--- config.mk ---
export PLATFORM = sky130hd
export DESIGN_NAME = capture_sequencer
export DESIGN_NICKNAME = d
export VERILOG_FILES = /design/src/rtl/capture_pkg.sv /design/src/rtl/rd_valid_pipe.sv /design/src/rtl/capture_sequencer.sv
export SDC_FILE = /design/constraint.sdc
export NUM_CORES = 1
export LEC_CHECK = 0
export ABC_AREA = 1
export CORE_UTILIZATION = 40
export DETAILED_ROUTE_END_ITERATION = 12
export SLEW_MARGIN = 5
export SYNTH_ARGS = -nofsm -noshare
export SYNTH_HDL_FRONTEND = slang
export SYNTH_HIERARCHICAL = 1
export SYNTH_SLANG_ARGS = --single-unit
export TNS_END_PERCENT = 50
--- constraint.sdc ---
create_clock -name clk -period 1.98 [get_ports clk]
set_input_delay 0.396 -clock clk [delete_from_list [all_inputs] [get_ports clk]]
set_output_delay 0.396 -clock clk [all_outputs]
set_load 0.005 [all_outputs]
--- src/rtl/capture_pkg.sv ---
// Shared state encoding and length helpers for the capture sequencer.
package capture_pkg;

    localparam int unsigned MAX_LEN = 32768;

    typedef enum logic [2:0] {
        IDLE,
        FLUSH,
        WAIT_TRIG,
        CAPTURE,
        READ_A,
        READ_B,
        DRAIN
    } cap_state_e;

    // A zero request still captures one sample; oversize requests saturate at the FIFO depth.
    function automatic int unsigned clamp_len(input logic [15:0] req, input int unsigned max_len);
        int unsigned r;
        r = 32'(req);
        if (r == 0) return 1;
        if (r > max_len) return max_len;
        return r;
    endfunction

endpackage

--- src/rtl/rd_valid_pipe.sv ---
// In-flight {valid, chan} tracker matching the storage read latency.
module rd_valid_pipe #(
    parameter int unsigned RD_LAT = 2
) (
    input  logic clk,
    input  logic rst_n,
    input  logic clr,
    input  logic in_valid,
    input  logic in_chan,
    output logic out_valid,
    output logic out_chan,
    output logic pending
);

    logic [RD_LAT-1:0][1:0] stage;

    always_ff @(posedge clk or negedge rst_n) begin
        if (!rst_n) begin
            stage <= '0;
        end else if (clr) begin
            stage <= '0;
        end else begin
            stage[0] <= {in_valid, in_chan};
            for (int unsigned i = 1; i < RD_LAT; i++) begin
                stage[i] <= stage[i-1];
            end
        end
    end

    // pending excludes the tail so the last word and done can share a cycle
    always_comb begin
        pending = 1'b0;
        for (int unsigned i = 0; i + 1 < RD_LAT; i++) begin
            pending = pending | stage[i][1];
        end
    end

    assign out_valid = stage[RD_LAT-1][1];
    assign out_chan  = stage[RD_LAT-1][0];

endmodule

--- src/rtl/capture_sequencer.sv ---
// Flush / trigger / capture / dual-channel readout controller for the capture storage.
module capture_sequencer
    import capture_pkg::*;
#(
    parameter int unsigned ADDR_W    = 15,
    parameter int unsigned RD_LAT    = 2,
    parameter int unsigned FLUSH_CYC = 8
) (
    input  logic        clk,
    input  logic        rst_n,
    input  logic        arm,
    input  logic        abort,
    input  logic        trig,
    input  logic [15:0] sample_len,
    input  logic        chb_en,
    input  logic        host_ready,
    output logic        fifo_rst,
    output logic        load,
    output logic        rdenA,
    output logic        rdenB,
    output logic        word_valid,
    output logic        word_chan,
    output logic        busy,
    output logic        done
);

    localparam int unsigned CNT_W   = ADDR_W + 1;
    localparam int unsigned FL_W    = (FLUSH_CYC > 1) ? $clog2(FLUSH_CYC) : 1;
    localparam int unsigned LEN_MAX = ((32'd1 << ADDR_W) < MAX_LEN) ? (32'd1 << ADDR_W) : MAX_LEN;

    cap_state_e       state_q, state_d;
    logic [CNT_W-1:0] len_q, len_d;
    logic [CNT_W-1:0] wr_cnt_q, wr_cnt_d;
    logic [CNT_W-1:0] rd_cnt_q, rd_cnt_d;
    logic [FL_W-1:0]  flush_cnt_q, flush_cnt_d;
    logic             chb_q, chb_d;
    logic             trig_q;
    logic             abort_q;
    logic             pend;

    always_ff @(posedge clk or negedge rst_n) begin
        if (!rst_n) begin
            state_q     <= IDLE;
            len_q       <= '0;
            wr_cnt_q    <= '0;
            rd_cnt_q    <= '0;
            flush_cnt_q <= '0;
            chb_q       <= 1'b0;
            trig_q      <= 1'b0;
            abort_q     <= 1'b0;
        end else begin
            state_q     <= state_d;
            len_q       <= len_d;
            wr_cnt_q    <= wr_cnt_d;
            rd_cnt_q    <= rd_cnt_d;
            flush_cnt_q <= flush_cnt_d;
            chb_q       <= chb_d;
            trig_q      <= trig;
            abort_q     <= abort;
        end
    end

    always_comb begin
        state_d     = state_q;
        len_d       = len_q;
        chb_d       = chb_q;
        wr_cnt_d    = wr_cnt_q;
        rd_cnt_d    = rd_cnt_q;
        flush_cnt_d = flush_cnt_q;
        load        = 1'b0;
        rdenA       = 1'b0;
        rdenB       = 1'b0;
        done        = 1'b0;
        fifo_rst    = abort_q;

        case (state_q)
            IDLE: begin
                if (arm) begin
                    len_d       = CNT_W'(clamp_len(sample_len, LEN_MAX));
                    chb_d       = chb_en;
                    flush_cnt_d = '0;
                    state_d     = FLUSH;
                end
            end
            FLUSH: begin
                fifo_rst = 1'b1;
                if (flush_cnt_q == FL_W'(FLUSH_CYC - 1)) begin
                    flush_cnt_d = '0;
                    state_d     = WAIT_TRIG;
                end else begin
                    flush_cnt_d = flush_cnt_q + FL_W'(1);
                end
            end
            WAIT_TRIG: begin
                if (trig && !trig_q) begin
                    wr_cnt_d = '0;
                    state_d  = CAPTURE;
                end
            end
            CAPTURE: begin
                load = 1'b1;
                if (wr_cnt_q == len_q - CNT_W'(1)) begin
                    wr_cnt_d = '0;
                    rd_cnt_d = '0;
                    state_d  = READ_A;
                end else begin
                    wr_cnt_d = wr_cnt_q + CNT_W'(1);
                end
            end
            // The rd_cnt == len cycle issues no rden, giving the A->B mux its idle gap.
            READ_A, READ_B: begin
                if (rd_cnt_q < len_q) begin
                    if (host_ready) begin
                        rdenA    = (state_q == READ_A);
                        rdenB    = (state_q == READ_B);
                        rd_cnt_d = rd_cnt_q + CNT_W'(1);
                    end
                end else begin
                    rd_cnt_d = '0;
                    state_d  = (state_q == READ_A && chb_q) ? READ_B : DRAIN;
                end
            end
            DRAIN: begin
                if (!pend) begin
                    done    = 1'b1;
                    state_d = IDLE;
                end
            end
            default: state_d = IDLE;
        endcase

        if (abort) begin
            state_d     = IDLE;
            done        = 1'b0;
            wr_cnt_d    = '0;
            rd_cnt_d    = '0;
            flush_cnt_d = '0;
        end
    end

    assign busy = (state_q != IDLE);

    rd_valid_pipe #(
        .RD_LAT(RD_LAT)
    ) u_valid_pipe (
        .clk      (clk),
        .rst_n    (rst_n),
        .clr      (abort),
        .in_valid (rdenA | rdenB),
        .in_chan  (rdenB),
        .out_valid(word_valid),
        .out_chan (word_chan),
        .pending  (pend)
    );

endmodule

; Word-level counts from Yosys, hierarchy flattened
; Index checks and enable logic that the tools add are counted.
[word_totals]
in_bits = 23
out_inout_bits = 8
regBits = 61
[op_classes]
bitwise = 1
n_reduce_logical = 15
n_mux = 45
n_eq_ne = 15
magnitude_cmp = 2
add_sub_neg = 4
[ops]
columns = operator, n
row1 = two-way mux 16 bit, 10
row2 = one-hot mux 16 bit (2 select lines), 2
row3 = adder 16 x 1 -> 16 bit (second input constant), 2
row4 = two-way mux 3 bit, 10
row5 = two-way mux 1 bit, 19
row6 = != test 3 bit (second input constant), 6
row7 = one-hot mux 3 bit (6 select lines), 1
row8 = equality test 16 bit, 1
row9 = greater-than comparator 16 bit (second input constant), 1
row10 = zero test 16 bit, 1
row11 = less-than comparator 16 bit, 1
row12 = subtractor 16 x 1 -> 16 bit (second input constant), 1
row13 = equality test 3 bit (second input constant), 4
row14 = nonzero test 3 bit, 4
row15 = equality test 3 x 2 -> 1 bit (second input constant), 2
row16 = one-hot mux 3 bit (2 select lines), 1
row17 = AND reduction 2 bit, 3
row18 = AND reduction 6 bit, 1
row19 = two-way mux 4 bit, 1
row20 = != test 4 bit (second input constant), 1
row21 = adder 3 x 1 -> 3 bit (second input constant), 1
row22 = equality test 3 x 1 -> 1 bit (second input constant), 1
row23 = zero test 3 bit, 1
row24 = AND reduction 3 bit, 1
row25 = 5 further kinds, 6

; Logic depth before layout (Yosys ltp)
; Gate-level depths: netlist of the first run.
[logic_depth]
depth_word = 9
ltp_mapped = 18
depth_no_buf = 17

; Modules after synthesis
; The synthesis of the first run kept the hierarchy.
[by_module_without_submodules]
columns = mod, seq_area_each_um2, area_per_inst_um2, cells_each, instances
row1 = capture_sequencer, 1426.4, 4215.3, 594, 1
row2 = rd_valid_pipe, 100.1, 130.1, 12, 1

; Least setup slack after synthesis of the first run
; No wires, ideal clock.
[synth_path]
kind = reg2out
from = register len_q[9]
to = output port rdenB
path_stages_with_launch = 9
slack_ps = -122
n_path_buf = 0
arrival_time_ps = 1706
cell_sequence = dfrtp_1 -> inv_1 -> ha_1 -> a21oi_1 -> o21ai_0 -> a21oi_1 -> a21boi_2 -> nand2_1 -> nor3_1
[synth_between]
elab_chain_cells = 3
[synth_rtl]
columns = element, line_no
row1 = start: declaration, capture_sequencer.sv:32  ; logic [CNT_W-1:0] len_q, len_d;
row2 = start signal: assignment, capture_sequencer.sv:53  ; len_q <= len_d;
row3 = less-than comparator 16 bit, capture_sequencer.sv:112  ; if (rd_cnt_q < len_q) begin
row4 = two-way mux 1 bit, capture_sequencer.sv:112
row5 = two-way mux 1 bit, capture_sequencer.sv:76  ; case (state_q)
row6 = end: declaration, capture_sequencer.sv:20  ; output logic rdenB,
; No other way between the ends.

; Worst setup path in the final report of the first run
[layout_path]
from = register len_q[15]
to = output port rdenB
; The elaborated chain is that of the path after synthesis.

==> flow_metrics.env, run 1 <==
export IMPL_timing_critical_path_buf_inv=4
export IMPL_clockRootBuffer="clkbuf_8"
export IMPL_fin_skew_ps=15.4
export IMPL_worst_slew_pin_slew_ps=416
export IMPL_yosysWarnings=6
export IMPL_path_clk_slew_ps=80
export IMPL_clock_latency_ps=360
export IMPL_fin_ws_ps=-468
export IMPL_syn_area_per_cell_um2=7.17
export IMPL_row_count=37
export IMPL_ios=31
export IMPL_die_area_um2=11300
export IMPL_netlist_area_um2=4350
export IMPL_overflow=0
export IMPL_netlist_area_leader_share_pct=35.1
export IMPL_rsz0062_at_grt="yes"
export IMPL_powerDensity_nw_per_um2=1160
export IMPL_via_count=4522
export IMPL_worstPathRequired_ps=1580
export IMPL_hold_class="primary input to asynchronous set/reset pin"
export IMPL_routabilityCongestion=0.886
export IMPL_numCtsBuffers=9
export IMPL_fp_coreArea_um2=10400
export IMPL_finalCritPeriodShare_pct=124
export IMPL_num_nets_final=783
export IMPL_cts_sinks=61
export IMPL_place_area_um2=5390
export IMPL_dpl_hpwl_mm=9.85
export IMPL_drive_gt1_share_pct=32.2
export IMPL_dr_pass1_iters=5
export IMPL_cap_viol_max_count=0
export IMPL_cp_start_kind="flop"
export IMPL_syn_inst=606
export IMPL_p_total_w=0.00727
export IMPL_status="finished, violations left"
export IMPL_ys_flop_type="dfrtp_1"
export IMPL_reg2regPathDepth=16
export IMPL_die_y_um=106
export IMPL_fin_tns_setup_ps=-5670
export IMPL_post_drt_wl_per_cell_um=15.4
export IMPL_ant_nets=0
export IMPL_diodes=0
export IMPL_design_area_um2=6290
export IMPL_cp_cell_sequence="inv_2 > ha_4 > nand2_4 > inv_2 > nand3_2 > inv_2 > a21oi_2 > a21boi_4 > nand2_4 > nor3_4 > buf_2"
export IMPL_ys_top_cells_by_area="dfrtp_1 35%, nand2_1 12%, nand3_1 6.4%, inv_1 6.0%, nor2_1 6.0%"
export IMPL_cpLargestDelayFamily="flip-flops"
export IMPL_slowest_stage="dfrtp_1"
export IMPL_via_per_inst=5.13
export IMPL_synth_edf_count=0
export IMPL_irDropWorstVdd_v=0.000848
export IMPL_ys_seq_elements=61
export IMPL_grt_pass1_vias=4407
export IMPL_area_growth_syn_to_layout_pct=44.7
export IMPL_max_stage_delay_ps=400
export IMPL_io_buffers=30
export IMPL_grt_total_usage_pct=25.4
export IMPL_slew_headroom_pct=72.3
export IMPL_utilization_pct=60.4
export IMPL_ys_seq_area_share_pct=35.1
export IMPL_ys_types=36
export IMPL_syn_num_nets=649
export IMPL_h_tree_depth=3
export IMPL_slew_violations=0
export IMPL_antenna_found_initial=0
export IMPL_leakage_nw=3.01
export IMPL_rrSetupSlack_ps=-200
export IMPL_grt_pass1_wl_mm=21.9
export IMPL_critPathArrivalTime_ps=2050
export IMPL_fmax_mhz=409
export IMPL_drc_errors=0
export IMPL_drt_first_iter_violations=255
export IMPL_worstPathMaxFanout=3
export IMPL_cts_tree="built"
export IMPL_crit_top_cell="inv_2"
export IMPL_violations="setup timing"
export IMPL_setup_viol=37
export IMPL_clockBufferDepth=2
export IMPL_start_util_pct=41.7
export IMPL_grt_start_max_net_pins=33
export IMPL_synth_top_cell_by_area="dfrtp_1"
export IMPL_dieWidth_um=106
export IMPL_crit_reg2reg_launch="rd_cnt_q[15]"
export IMPL_period_needed_ps=2450
export IMPL_rr_endpoint="rd_cnt_q[2]"
export IMPL_timing_hold_violations_final=0
export IMPL_async_flop_share_pct=100
export IMPL_cp_end_kind="output port"
export IMPL_drt_wl_total_mm=13.5
export IMPL_crit_type="flop to output port"
[logic make-up after synthesis]
family          count (synthesis)  synth area share (%)
fa+ha+maj                      20                  5.76
xor+xnor                       35                  7.05
buf+inv                        91                  8.64
compound gates                 62                  8.06
simple gates                  336                  35.1
flops                          61                  35.1
mux                             1                 0.259
[worst reg2reg max path: stages (launching register included)]
cell and delay [ps]:
dfrtp_1 410, ha_4 310, nand2_4 60, inv_2 50, nand3_2 70, inv_2 60, a21oi_2 60, buf_4 140
buf_6 100, buf_6 100, buf_8 110, nand4_1 100, nand2_2 100, inv_6 120, buf_4 170, nand3_2 80
nand2_1 80
[flip-flops by register name, summed over array words and instances (netlist names)]
name	flops
u_valid_pipe/out_valid	1
chb_q	1
len_q	16
flush_cnt_q	3
trig_q	1
u_valid_pipe/out_chan	1
wr_cnt_q	16
u_valid_pipe/stage	1
abort_q	1
state_q	3
u_valid_pipe/pending	1
rd_cnt_q	16
[cells in the mapped netlist, types with 2 or more instances]
| master | n |
|---|---|
| nand2_1 | 142 |
| nor4_1 | 4 |
| a21oi_1 | 20 |
| dfrtp_1 | 61 |
| ha_1 | 20 |
| xnor2_1 | 9 |
| inv_1 | 70 |
| clkbuf_1 | 10 |
| o21ai_1 | 2 |
| o2111a_1 | 2 |
| nor2_2 | 10 |
| buf_6 | 2 |
| nand3_1 | 56 |
| nor3_1 | 14 |
| o21ai_0 | 27 |
| o22ai_1 | 5 |
| nand4_1 | 19 |
| xor2_1 | 26 |
| nand3b_1 | 5 |
| nor2_1 | 70 |
| a22o_1 | 2 |
| nand2_2 | 12 |
| inv_2 | 4 |
| nand2_8 | 2 |
[where the power goes]
part	leakage [nW]	switching [W]	internal, W
logic	2.09	0.00241	0.00189
clock network	0.106	0.000577	0.000712
registers	0.822	0.000208	0.00148
[worst max-delay path by stage]
stage	slack [ps]	end	start	depth (start not counted)
after floorplan	-70	rdenA	len_q[9]	8
after global placement	-520	rdenB	len_q[15]	11
after detailed placement	-620	rdenB	len_q[15]	11
after CTS	-540	rdenB	len_q[13]	9
after global routing	-560	rdenB	len_q[15]	11
final	-470	rdenB	len_q[15]	11
[per-layer routing]
metal	GRT usage [%]	routed length, um
met5	0	0
met4	10.2	259
met3	4.54	588
met2	41.5	6490
met1	33.2	6200
[timing repair]
item,in CTS,in global routing
gates resized for setup,79,49
pin swaps,35,34
setup endpoints to repair,40,41
endpoints found under the hold margin,2,0
buffers inserted,14,9
hold buffers,1,0
gates cloned,2,0
[through the flow]
step | instances | worst slack [ps] | hold WS (ps)
after detailed placement | 842 | -616 | 201
after CTS | 873 | -538 | 339
after global placement | 842 | -523 | 201
final | 881 | -468 | 352
after global routing | 881 | -563 | 354
after floorplan | 606 | -73.8 | 100
[layout by cell type (no fill, tap or decap), drive strengths merged]
cell           synthesis  layout
a21boi                 1       1
xor2                  26      26
o21bai                 1       1
o2111a                 2       2
dfrtp                 61      61
bufinv                 0       2
o21a                   1       1
a22o                   2       2
o22ai                  5       5
dlygate4sd3            0       1
dlygate4sd2            0       1
nand2                156     157
o21ai                 29      29
ha                    20      20
xnor2                  9       9
clkdlybuf4s50          0      26
nand3b                 5       5
clkinvlp               0       2
nor4                   4       4
clkbuf                10       9
mux2                   1       1
nand4                 19      19
nor3                  15      15
a21oi                 20      20
clkinv                 1       3
nor2                  80      80
inv                   75      76
nand3                 57      57
o31ai                  1       1
buf                    5     109
[final cells by class]
class | instances | area (um^2)
flip-flops and latches | 61 | 1530
fillers | 939 | 4130
clock inverters | 7 | 97.6
inverters | 76 | 290
multi-input cells | 455 | 2870
well taps | 136 | 170
clock buffers | 9 | 124
repair buffers | 137 | 1210
No activity file was read; power rests on OpenSTA's default activity.
==> inputs of run 2 (changes only) <==
CORE_UTILIZATION = 31   (was 40)
==> run 2 against run 1 <==
The flow still finishes with violations (setup timing). Die area grew 28%. First-iteration DRC count increased by 3.1%. Largest cell class unchanged. Sequential power fell by 2%. Power rose by 0.97%. Maximum frequency increased by 2.9%. Global-route usage down 7.2 points. Final cell count is 3.1% higher. Critical path depth decreased by 2.
==> flow_metrics.env, run 2 (synthesized netlist as in run 1, its figures left out) <==
export IMPL_crit_type="flop to output port"
export IMPL_pre_cts_ws_ps=-634
export IMPL_fin_tns_setup_ps=-8120
export IMPL_fin_ws_ps=-398
export IMPL_die_area_um2=14500
export IMPL_finalCritPeriodShare_pct=120
export IMPL_seqCellArea_um2=1530
export IMPL_irDropWorstVdd_v=0.000488
export IMPL_powerDensity_nw_per_um2=1160
export IMPL_slew_headroom_pct=72.9
export IMPL_final_cell_mix="120 x nand2_1, 78 x buf_4, 61 x inv_1, 60 x nor2_1, 59 x dfrtp_1"
export IMPL_drc_errors=0
export IMPL_cp_start_kind="flop"
export IMPL_fin_hold_ws_ps=485
export IMPL_drt_wl_total_mm=12.3
export IMPL_leakage_nw=3.05
export IMPL_die_y_um=120
export IMPL_worstPathMaxFanout=3
export IMPL_place_area_um2=5410
export IMPL_rsz0062_at_grt="yes"
export IMPL_critPathArrivalTime_ps=1980
export IMPL_via_per_inst=4.78
export IMPL_path_clk_slew_ps=50
export IMPL_drive_gt1_share_pct=29.9
export IMPL_violations="setup timing"
export IMPL_fmax_mhz=421
export IMPL_ios=31
export IMPL_timing_hold_violations_final=0
export IMPL_setup_viol=37
export IMPL_drt_first_iter_violations=263
export IMPL_clock_latency_ps=340
export IMPL_row_count=42
export IMPL_clockBufferDepth=2
export IMPL_status="finished, violations left"
export IMPL_largestRegisters="len_q (16), rd_cnt_q (16), wr_cnt_q (16)"
export IMPL_h_tree_depth=3
export IMPL_io_buffers=30
export IMPL_antenna_found_initial=0
export IMPL_num_nets_final=770
export IMPL_overflow=0
export IMPL_design_area_um2=6310
export IMPL_utilization_pct=46.9
export IMPL_grt_start_max_net_pins=46
export IMPL_dr_pass1_iters=4
export IMPL_dpl_hpwl_mm=9.05
export IMPL_worstPathRequired_ps=1580
export IMPL_start_util_pct=32.3
export IMPL_final_common_cell="nand2_1"
export IMPL_fill_cells=1319
export IMPL_cap_viol_max_count=0
export IMPL_worst_slew_pin_slew_ps=402
export IMPL_multi_input_comb_area_um2=2840
export IMPL_grt_pass1_wl_mm=20.8
export IMPL_cp_end_kind="output port"
export IMPL_slew_violations=0
export IMPL_routabilityCongestion=0.917
export IMPL_fin_skew_ps=4.88
export IMPL_area_growth_syn_to_layout_pct=45.3
export IMPL_grt_pass1_vias=4410
export IMPL_hold_class="flop to flop"
export IMPL_via_count=4342
export IMPL_cts_tree="built"
export IMPL_grt_total_usage_pct=18.2
export IMPL_ant_nets=0
export IMPL_dieWidth_um=120
export IMPL_clockRootBuffer="clkbuf_16"
export IMPL_fp_coreArea_um2=13500
export IMPL_cts_sinks=61
export IMPL_post_drt_wl_per_cell_um=13.6
export IMPL_period_needed_ps=2380
export IMPL_diodes=0
export IMPL_numCtsBuffers=9
## run 2: timing repair
item	4_1_cts	5_1_grt
endpoints found under the hold margin	2	0
setup buffers	12	6
endpoints found under the setup margin	40	40
gates cloned	4	0
pin swaps	19	31
gates resized for setup	61	49
hold buffers	1	0
## run 2: metal layers
| layer | share of wire [%] | global-route usage, % |
|---|---|---|
| met5 | 0 | 0 |
| met4 | 2.3 | 6.25 |
| met3 | 4.2 | 4.72 |
| met2 | 50 | 32.2 |
| met1 | 43 | 21.3 |
## run 2: stage by stage
stage,total power (W),std cells
6_report,0.00734,908
5_1_grt,0.00791,908
4_1_cts,0.00696,903
3_5_place_dp,0.00496,875
3_3_place_gp,0.00488,875
2_1_floorplan,0.00371,606
## run 2: worst max-delay path: stages (launching register included)
cell	delay [ps]
dfrtp_1	370
inv_1	100
ha_4	220
a21oi_2	160
o21ai_2	90
a21oi_4	130
a21boi_4	230
nand2_4	90
nor3_4	130
buf_2	140
## run 2: power breakdown
part	leakage [nW]	internal [W]	switching [W]
logic	2.08	0.00181	0.00231
clock network	0.149	0.000998	0.000571
registers	0.823	0.00148	0.000169
total	3.05	0.00429	0.00305
## run 2: final timing paths
path,endpoint,depth (start not counted),slack [ps],startpoint
worst max-delay path,rdenB,9,-400,len_q[15]
worst max register to register,rd_cnt_q[14],17,-270,len_q[0]
max in group asynchronous,state_q[1],3,870,rst_n
min in group asynchronous,wr_cnt_q[9],2,520,rst_n
worst min-delay path,u_valid_pipe/out_chan,2,490,u_valid_pipe/stage[0]
worst min register to register,u_valid_pipe/out_chan,2,490,u_valid_pipe/stage[0]
## run 2: cell type report
class                           instances  share of cell area [%]
Tap cell                              176                    3.49
Clock inverter                          5                   0.793
Sequential cell                        61                    24.2
Multi-Input combinational cell        456                    45.0
Inverter                               76                    4.56
Clock buffer                           11                    3.84
Timing Repair Buffer                  123                    18.1
